--- config.mk ---
export PLATFORM = sky130hd
export DESIGN_NAME = pipe_hazard_ctrl_flat
export DESIGN_NICKNAME = d
export VERILOG_FILES = /design/src/rtl/pipe_hazard_ctrl_if.sv /design/src/rtl/pipe_hazard_ctrl.sv /design/src/flat_wrapper.sv
export SDC_FILE = /design/constraint.sdc
export NUM_CORES = 1
export LEC_CHECK = 0
export BUFFER_PORTS_ARGS = -buffer_cell sky130_fd_sc_hd__buf_2
export CAP_MARGIN = 25
export CORE_UTILIZATION = 30
export DETAILED_ROUTE_END_ITERATION = 12
export HOLD_SLACK_MARGIN = 0.12
export SYNTH_ARGS = -nofsm -noshare
export SYNTH_HDL_FRONTEND = slang
export SYNTH_SLANG_ARGS = --single-unit
--- constraint.sdc ---
create_clock -name clk_HC -period 2.3 [get_ports clk_HC]
set_input_delay 0.115 -clock clk_HC [delete_from_list [all_inputs] [get_ports clk_HC]]
set_output_delay 0.115 -clock clk_HC [all_outputs]
set_load 0.02 [all_outputs]
--- src/rtl/pipe_hazard_ctrl_if.sv ---
// rtl/pipe_hazard_ctrl_if.sv - hazard-controller bundle between the pipeline and the stall/flush sequencer
//
// Purpose: carries the hazard sources observed in ID/EX/MEM and the
// enable/flush controls returned to the pipeline registers and PC.
// Modports:
//   master - the hazard controller (reads hazard sources, drives controls)
//   slave  - the pipeline side (drives hazard sources, reads controls)
// Signals:
//   Rs1_addr_ID, Rs2_addr_ID, Rs1_used_ID, Rs2_used_ID   ID-stage operand usage
//   Rd_addr_EX, RegWrite_EX, MemtoReg_EX                 EX-stage destination / load marker
//   taken_Mem, dmem_req_Mem, dmem_ready                  MEM-stage branch and memory handshake
//   PC_en, en_IFID, en_IDEX, en_EXMem, en_MemWB          register enables
//   flush_IFID, flush_IDEX, flush_EXMem                  synchronous bubble inserts
//   err_timeout                                          sticky memory-timeout flag

interface pipe_hazard_ctrl_if;
  logic [4:0] Rs1_addr_ID;
  logic [4:0] Rs2_addr_ID;
  logic       Rs1_used_ID;
  logic       Rs2_used_ID;
  logic [4:0] Rd_addr_EX;
  logic       RegWrite_EX;
  logic [1:0] MemtoReg_EX;
  logic       taken_Mem;
  logic       dmem_req_Mem;
  logic       dmem_ready;

  logic       PC_en;
  logic       en_IFID;
  logic       en_IDEX;
  logic       en_EXMem;
  logic       en_MemWB;
  logic       flush_IFID;
  logic       flush_IDEX;
  logic       flush_EXMem;
  logic       err_timeout;

  modport master (
    input  Rs1_addr_ID, Rs2_addr_ID, Rs1_used_ID, Rs2_used_ID,
    input  Rd_addr_EX, RegWrite_EX, MemtoReg_EX,
    input  taken_Mem, dmem_req_Mem, dmem_ready,
    output PC_en, en_IFID, en_IDEX, en_EXMem, en_MemWB,
    output flush_IFID, flush_IDEX, flush_EXMem, err_timeout
  );

  modport slave (
    output Rs1_addr_ID, Rs2_addr_ID, Rs1_used_ID, Rs2_used_ID,
    output Rd_addr_EX, RegWrite_EX, MemtoReg_EX,
    output taken_Mem, dmem_req_Mem, dmem_ready,
    input  PC_en, en_IFID, en_IDEX, en_EXMem, en_MemWB,
    input  flush_IFID, flush_IDEX, flush_EXMem, err_timeout
  );
endinterface

--- src/rtl/pipe_hazard_ctrl.sv ---
// rtl/pipe_hazard_ctrl.sv - stall/flush sequencer for the 5-stage pipeline
//
// Purpose: resolves load-use hazards (one bubble), taken branches resolved in
// MEM (flush IF/ID, ID/EX, EX/MEM) and multi-cycle data-memory accesses (full
// freeze with a timeout that forces release and sets a sticky error flag).
// Ports:
//   clk_HC  - pipeline clock, rising edge
//   rst_HC  - asynchronous active-low reset
//   hc      - pipe_hazard_ctrl_if.master (hazard sources in, controls out)
//   stall_cnt, flush_cnt, memwait_cnt - saturating performance counters,
//             present only when HC_PERF_CNT_EN is defined
// Parameters:
//   MEM_TIMEOUT - max cycles in MEM_WAIT before forced release (2..255)
//   CNT_W       - performance counter width
// Optional feature macro: HC_PERF_CNT_EN

module pipe_hazard_ctrl #(
  parameter int MEM_TIMEOUT = 16,
  parameter int CNT_W       = 32
) (
  input  logic               clk_HC,
  input  logic               rst_HC,
  pipe_hazard_ctrl_if.master hc
`ifdef HC_PERF_CNT_EN
  ,
  output logic [CNT_W-1:0]   stall_cnt,
  output logic [CNT_W-1:0]   flush_cnt,
  output logic [CNT_W-1:0]   memwait_cnt
`endif
);

  if (MEM_TIMEOUT < 2 || MEM_TIMEOUT > 255 || CNT_W < 1) begin : g_bad_param
    $error("pipe_hazard_ctrl: illegal MEM_TIMEOUT or CNT_W");
  end

  localparam logic [7:0] TIMEOUT = 8'(MEM_TIMEOUT);

  typedef enum logic {ST_RUN, ST_MEM_WAIT} state_t;

  state_t     state, state_nxt;
  logic [7:0] wait_cnt, wait_cnt_nxt;
  logic       err_q, err_nxt;

  logic lu, mp;
  logic freeze, lu_bubble, do_flush;

  assign lu = hc.RegWrite_EX && (hc.MemtoReg_EX == 2'b01) && (hc.Rd_addr_EX != 5'd0) &&
              ((hc.Rs1_used_ID && (hc.Rs1_addr_ID == hc.Rd_addr_EX)) ||
               (hc.Rs2_used_ID && (hc.Rs2_addr_ID == hc.Rd_addr_EX)));
  assign mp = hc.dmem_req_Mem && !hc.dmem_ready;

  always_ff @(posedge clk_HC or negedge rst_HC) begin
    if (!rst_HC) begin
      state    <= ST_RUN;
      wait_cnt <= 8'd0;
      err_q    <= 1'b0;
    end else begin
      state    <= state_nxt;
      wait_cnt <= wait_cnt_nxt;
      err_q    <= err_nxt;
    end
  end

  // Any non-freeze cycle (RUN without MP, or a MEM_WAIT release) resolves
  // branch flush ahead of the load-use bubble; EX/MEM held its contents while
  // frozen, so taken_Mem is still meaningful on the release cycle.
  always_comb begin
    state_nxt    = state;
    wait_cnt_nxt = wait_cnt;
    err_nxt      = err_q;
    freeze       = 1'b0;
    case (state)
      ST_RUN: begin
        if (mp) begin
          freeze       = 1'b1;
          wait_cnt_nxt = 8'd1;
          state_nxt    = ST_MEM_WAIT;
        end
      end
      ST_MEM_WAIT: begin
        if (mp && (wait_cnt < TIMEOUT)) begin
          freeze       = 1'b1;
          wait_cnt_nxt = wait_cnt + 8'd1;
        end else begin
          // A dropped request counts as ready and is not a timeout.
          if (mp) err_nxt = 1'b1;
          wait_cnt_nxt = 8'd0;
          state_nxt    = ST_RUN;
        end
      end
      default: begin
        state_nxt    = ST_RUN;
        wait_cnt_nxt = 8'd0;
      end
    endcase
  end

  assign do_flush  = !freeze && hc.taken_Mem;
  assign lu_bubble = !freeze && !hc.taken_Mem && lu;

  assign hc.PC_en       = !freeze && !lu_bubble;
  assign hc.en_IFID     = !freeze && !lu_bubble;
  assign hc.en_IDEX     = !freeze;
  assign hc.en_EXMem    = !freeze;
  assign hc.en_MemWB    = !freeze;
  assign hc.flush_IFID  = do_flush;
  assign hc.flush_IDEX  = do_flush || lu_bubble;
  assign hc.flush_EXMem = do_flush;
  assign hc.err_timeout = err_q;

`ifdef HC_PERF_CNT_EN
  always_ff @(posedge clk_HC or negedge rst_HC) begin
    if (!rst_HC) begin
      stall_cnt   <= '0;
      flush_cnt   <= '0;
      memwait_cnt <= '0;
    end else begin
      if (lu_bubble && (stall_cnt != '1))  stall_cnt   <= stall_cnt + 1'b1;
      if (do_flush && (flush_cnt != '1))   flush_cnt   <= flush_cnt + 1'b1;
      if (freeze && (memwait_cnt != '1))   memwait_cnt <= memwait_cnt + 1'b1;
    end
  end
`endif

endmodule

--- src/flat_wrapper.sv ---
// flat-port wrapper written by rule: the top's interface ports become plain ports
module pipe_hazard_ctrl_flat 
#(
  parameter int MEM_TIMEOUT = 16,
  parameter int CNT_W       = 32
)
  (clk_HC, rst_HC, hc_Rs1_addr_ID, hc_Rs2_addr_ID, hc_Rs1_used_ID, hc_Rs2_used_ID, hc_Rd_addr_EX, hc_RegWrite_EX, hc_MemtoReg_EX, hc_taken_Mem, hc_dmem_req_Mem, hc_dmem_ready, hc_PC_en, hc_en_IFID, hc_en_IDEX, hc_en_EXMem, hc_en_MemWB, hc_flush_IFID, hc_flush_IDEX, hc_flush_EXMem, hc_err_timeout);
  pipe_hazard_ctrl_if hc_i ();
  input  logic clk_HC;
  input  logic rst_HC;
  input wire logic [$bits(hc_i.Rs1_addr_ID)-1:0] hc_Rs1_addr_ID;
  input wire logic [$bits(hc_i.Rs2_addr_ID)-1:0] hc_Rs2_addr_ID;
  input wire logic [$bits(hc_i.Rs1_used_ID)-1:0] hc_Rs1_used_ID;
  input wire logic [$bits(hc_i.Rs2_used_ID)-1:0] hc_Rs2_used_ID;
  input wire logic [$bits(hc_i.Rd_addr_EX)-1:0] hc_Rd_addr_EX;
  input wire logic [$bits(hc_i.RegWrite_EX)-1:0] hc_RegWrite_EX;
  input wire logic [$bits(hc_i.MemtoReg_EX)-1:0] hc_MemtoReg_EX;
  input wire logic [$bits(hc_i.taken_Mem)-1:0] hc_taken_Mem;
  input wire logic [$bits(hc_i.dmem_req_Mem)-1:0] hc_dmem_req_Mem;
  input wire logic [$bits(hc_i.dmem_ready)-1:0] hc_dmem_ready;
  output wire logic [$bits(hc_i.PC_en)-1:0] hc_PC_en;
  output wire logic [$bits(hc_i.en_IFID)-1:0] hc_en_IFID;
  output wire logic [$bits(hc_i.en_IDEX)-1:0] hc_en_IDEX;
  output wire logic [$bits(hc_i.en_EXMem)-1:0] hc_en_EXMem;
  output wire logic [$bits(hc_i.en_MemWB)-1:0] hc_en_MemWB;
  output wire logic [$bits(hc_i.flush_IFID)-1:0] hc_flush_IFID;
  output wire logic [$bits(hc_i.flush_IDEX)-1:0] hc_flush_IDEX;
  output wire logic [$bits(hc_i.flush_EXMem)-1:0] hc_flush_EXMem;
  output wire logic [$bits(hc_i.err_timeout)-1:0] hc_err_timeout;
  assign hc_i.Rs1_addr_ID = hc_Rs1_addr_ID;
  assign hc_i.Rs2_addr_ID = hc_Rs2_addr_ID;
  assign hc_i.Rs1_used_ID = hc_Rs1_used_ID;
  assign hc_i.Rs2_used_ID = hc_Rs2_used_ID;
  assign hc_i.Rd_addr_EX = hc_Rd_addr_EX;
  assign hc_i.RegWrite_EX = hc_RegWrite_EX;
  assign hc_i.MemtoReg_EX = hc_MemtoReg_EX;
  assign hc_i.taken_Mem = hc_taken_Mem;
  assign hc_i.dmem_req_Mem = hc_dmem_req_Mem;
  assign hc_i.dmem_ready = hc_dmem_ready;
  assign hc_PC_en = hc_i.PC_en;
  assign hc_en_IFID = hc_i.en_IFID;
  assign hc_en_IDEX = hc_i.en_IDEX;
  assign hc_en_EXMem = hc_i.en_EXMem;
  assign hc_en_MemWB = hc_i.en_MemWB;
  assign hc_flush_IFID = hc_i.flush_IFID;
  assign hc_flush_IDEX = hc_i.flush_IDEX;
  assign hc_flush_EXMem = hc_i.flush_EXMem;
  assign hc_err_timeout = hc_i.err_timeout;
  pipe_hazard_ctrl #(.MEM_TIMEOUT(MEM_TIMEOUT), .CNT_W(CNT_W)) u_core (.clk_HC(clk_HC), .rst_HC(rst_HC), .hc(hc_i));
endmodule
==> impl_metrics.py <==
metrics = {
    "run_status": {
        "outcome": "finished clean",
    },
    "floorplan": {
        "ios": 34,
        "die_area_mm2": 0.00225,
        "start_util_pct": 31.6,
        "die_h_um": 47.5,
        "row_count": 16,
        "core_mm2": 0.00196,
        "die_w_um": 47.5,
    },
    "logic_synthesis": {
        "synth_top_area_cell": "dfrtp_1",
        "synth_area_um2": 621,
        "synthTopCellsByArea": "dfrtp_1 40%, xnor2_1 14%, buf_4 4.8%",
        "ys_seq_elements": 10,
        "yosysSeqAreaShare_pct": 40.3,
        "synthDistinctLibCells": 28,
        "postSynthCellCount": 64,
        "synth_top_cell_area_share_pct": 40.3,
        "syn_area_per_cell_um2": 9.70,
        "syn_nets": 90,
        "ys_warn_count": 0,
    },
    "worst_setup_path": {
        "startpoint": "u_core.wait_cnt[6]",
        "critPathMaxFanout": 4,
        "reg2reg_from": "u_core.wait_cnt[6]",
        "start_kind": "register",
        "reg2reg_slack_ns": 0.87,
        "reg2reg_to": "u_core.wait_cnt[4]",
        "worstPathArrival_ns": 1.62,
        "critical_path_class": "reg -> out",
        "cp-end-kind": "output pin",
        "r2r_cells": 4,
        "crit_required_ns": 2.18,
    },
    "layout": {
        "final_cells": 125,
        "final_common_cell": "buf_2",
        "area_growth_pct": 34.7,
        "diodes": 0,
        "final_cell_mix": "33 x buf_2, 10 x xnor2_1, 10 x dfrtp_1",
        "nets": 125,
        "drive_gt1_share_pct": 44.9,
    },
    "clock_tree": {
        "h-tree-depth": 1,
        "cts.sinks": 10,
        "cts_buffers": 3,
        "cts_tree": "yes",
        "root_buffer": "clkbuf_4",
        "clk_pin_slew_worst_paths_ns": 0.06,
        "post_cts_buffers": 0,
        "clock_latency_ns": 0.26,
        "cts.path.max_buffers": 2,
    },
    "timing": {
        "finalClockSkew_ns": 0.000868,
        "finalSetupViolCount": 0,
        "min_period_over_period_pct": 75.6,
        "whs_ns": 0.210,
        "hold_viol_final": 0,
        "worst_slew_pin_slew_ns": 0.362,
        "period_minus_slack_ns": 1.74,
        "max-slew-margin-rel_pct": 75.8,
        "fin_tns_setup_ns": 0,
        "rsz0062_at_grt": "false",
        "drv_slew": 0,
        "timing.fmax_mhz": 575,
        "worst_slack_ns": 0.561,
    },
    "detailed_routing": {
        "antenna_left": 0,
        "routed_via_density": 4.58,
        "drt_iter0_markers": 8,
        "wl_mm": 1.31,
        "remaining_drc_errors": 0,
        "drt-pass1-iter-count": 4,
        "vias": 573,
        "wire_per_inst_um": 10.5,
    },
    "global_route": {
        "gr-max-usage-layer": "met2",
        "overflow": 0,
        "first_global_vias": 539,
        "antenna_found_initial": 0,
        "use_met2_pct": 26.0,
        "grt_start_max_net_pins": 11,
        "grt_pass1_wl_mm": 2.20,
        "use_met1_pct": 15.7,
        "gr-usage-met3_pct": 3.02,
        "grt_usage_pct": 14.5,
    },
    "power_and_ir_drop": {
        "power_per_cell_area_mw_per_mm2": 524,
        "seq_power_share_pct": 43.0,
        "leakage_nw": 0.404,
        "p_sw_share_pct": 26.1,
        "power_w": 0.000438,
        "p_int_w": 0.000324,
        "p_switching_w": 0.000114,
        "ir_drop_v": 0.000153,
        "pwr-share-comb_pct": 21.1,
        "pwr-share-clk_pct": 35.9,
    },
    "min_path": {
        "hp-class": "in -> reg",
        "min_to": "u_core.wait_cnt[0]",
        "hp-start": "hc_dmem_ready",
        "whs_path_depth": 3,
    },
    "job": {
        "max-cap-violations": 0,
    },
    "place": {
        "place_congestion": 0.772,
        "port_buffers": 33,
        "dp.cells": 120,
        "dpl.hpwl_mm": 1.09,
        "preCtsSetupSlack_ns": 0.825,
    },
}
## per-layer routing
layer | vias to the layer above | wire (um)
met4 | 0 | 29
li1 | 286 | -
met3 | 4 | 76
met1 | 258 | 524
met2 | 25 | 680
met5 | - | 0
## worst max-delay path by stage
| stage | endpoint | slack [ns] | depth (start not counted) |
|---|---|---|---|
| final | hc_flush_IDEX | 0.56 | 5 |
| after global placement | hc_flush_IDEX | 0.84 | 5 |
| after floorplan | hc_flush_IDEX | 0.91 | 4 |
| after detailed placement | hc_flush_IDEX | 0.82 | 5 |
| after global routing | hc_flush_IDEX | 0.44 | 5 |
| after CTS | hc_flush_IDEX | 0.53 | 5 |
## logic make-up after synthesis
| logic type | after synthesis | share of synthesized area (%) |
|---|---|---|
| AND/OR/NAND/NOR | 22 | 19.8 |
| XOR/XNOR | 10 | 14.1 |
| AO/OA/AOI/OAI | 13 | 15.5 |
| multiplexers | 1 | 1.61 |
| adder cells (fa/ha/maj) | 1 | 2.02 |
| flip-flops | 10 | 40.3 |
| buffers and inverters | 7 | 6.65 |
## synth_stat cells, drive strengths merged
| library cell | count |
|---|---|
| nor3 | 1 |
| and2 | 4 |
| a21oi | 1 |
| xnor2 | 10 |
| a21o | 1 |
| dfrtp | 10 |
| ha | 1 |
| nand3 | 1 |
| o21ai | 2 |
| a31oi | 1 |
| buf | 4 |
| nand3b | 1 |
| o22ai | 1 |
| or4 | 1 |
| inv | 3 |
| a22o | 2 |
| nor2b | 1 |
| nand4 | 2 |
| nor2 | 5 |
| a211oi | 1 |
| mux2i | 1 |
| a31o | 2 |
| o41ai | 1 |
| o21a | 1 |
| nand2 | 6 |
## repair_timing
item,CTS,global route
hold endpoints to repair,10,0
resized for setup,0,0
hold buffers,1,0
## power by group through the flow
stage	clock, W	sequential [W]	combinational [W]
finish	0.000157	0.000188	0.0000922
global route	0.000173	0.000189	0.000105
CTS	0.000165	0.000188	0.0000940
detailed placement	0	0.000192	0.0000923
global placement	0	0.000191	0.0000905
floorplan	0	0.000190	0.0000560
## critical path: stages, from the launching register on
cell     delay, ns
dfrtp_1       0.39
o41ai_1       0.32
and2_1        0.22
inv_1         0.09
a31o_2        0.20
buf_2         0.15
## flip-flops by register name, summed over array words and instances (netlist names)
| register | count |
|---|---|
| u_core.hc.err_timeout | 1 |
| u_core.state | 1 |
| u_core.wait_cnt | 8 |
## metrics by stage
step | utilization, % | instance area, um2
6_report | 42.6 | 836
3_5_place_dp | 40.2 | 790
4_1_cts | 42.6 | 836
3_3_place_gp | 40.2 | 790
2_1_floorplan | - | 621
5_1_grt | 42.6 | 836
## final cells by class
cell class	instances	area, um2
flip-flops and latches	10	250
multi-input cells	47	329
inverters	3	11.3
repair buffers	34	175
well taps	27	33.8
clock buffers	4	36.3
fillers	225	1130
Power figures use the tool's default switching activity.
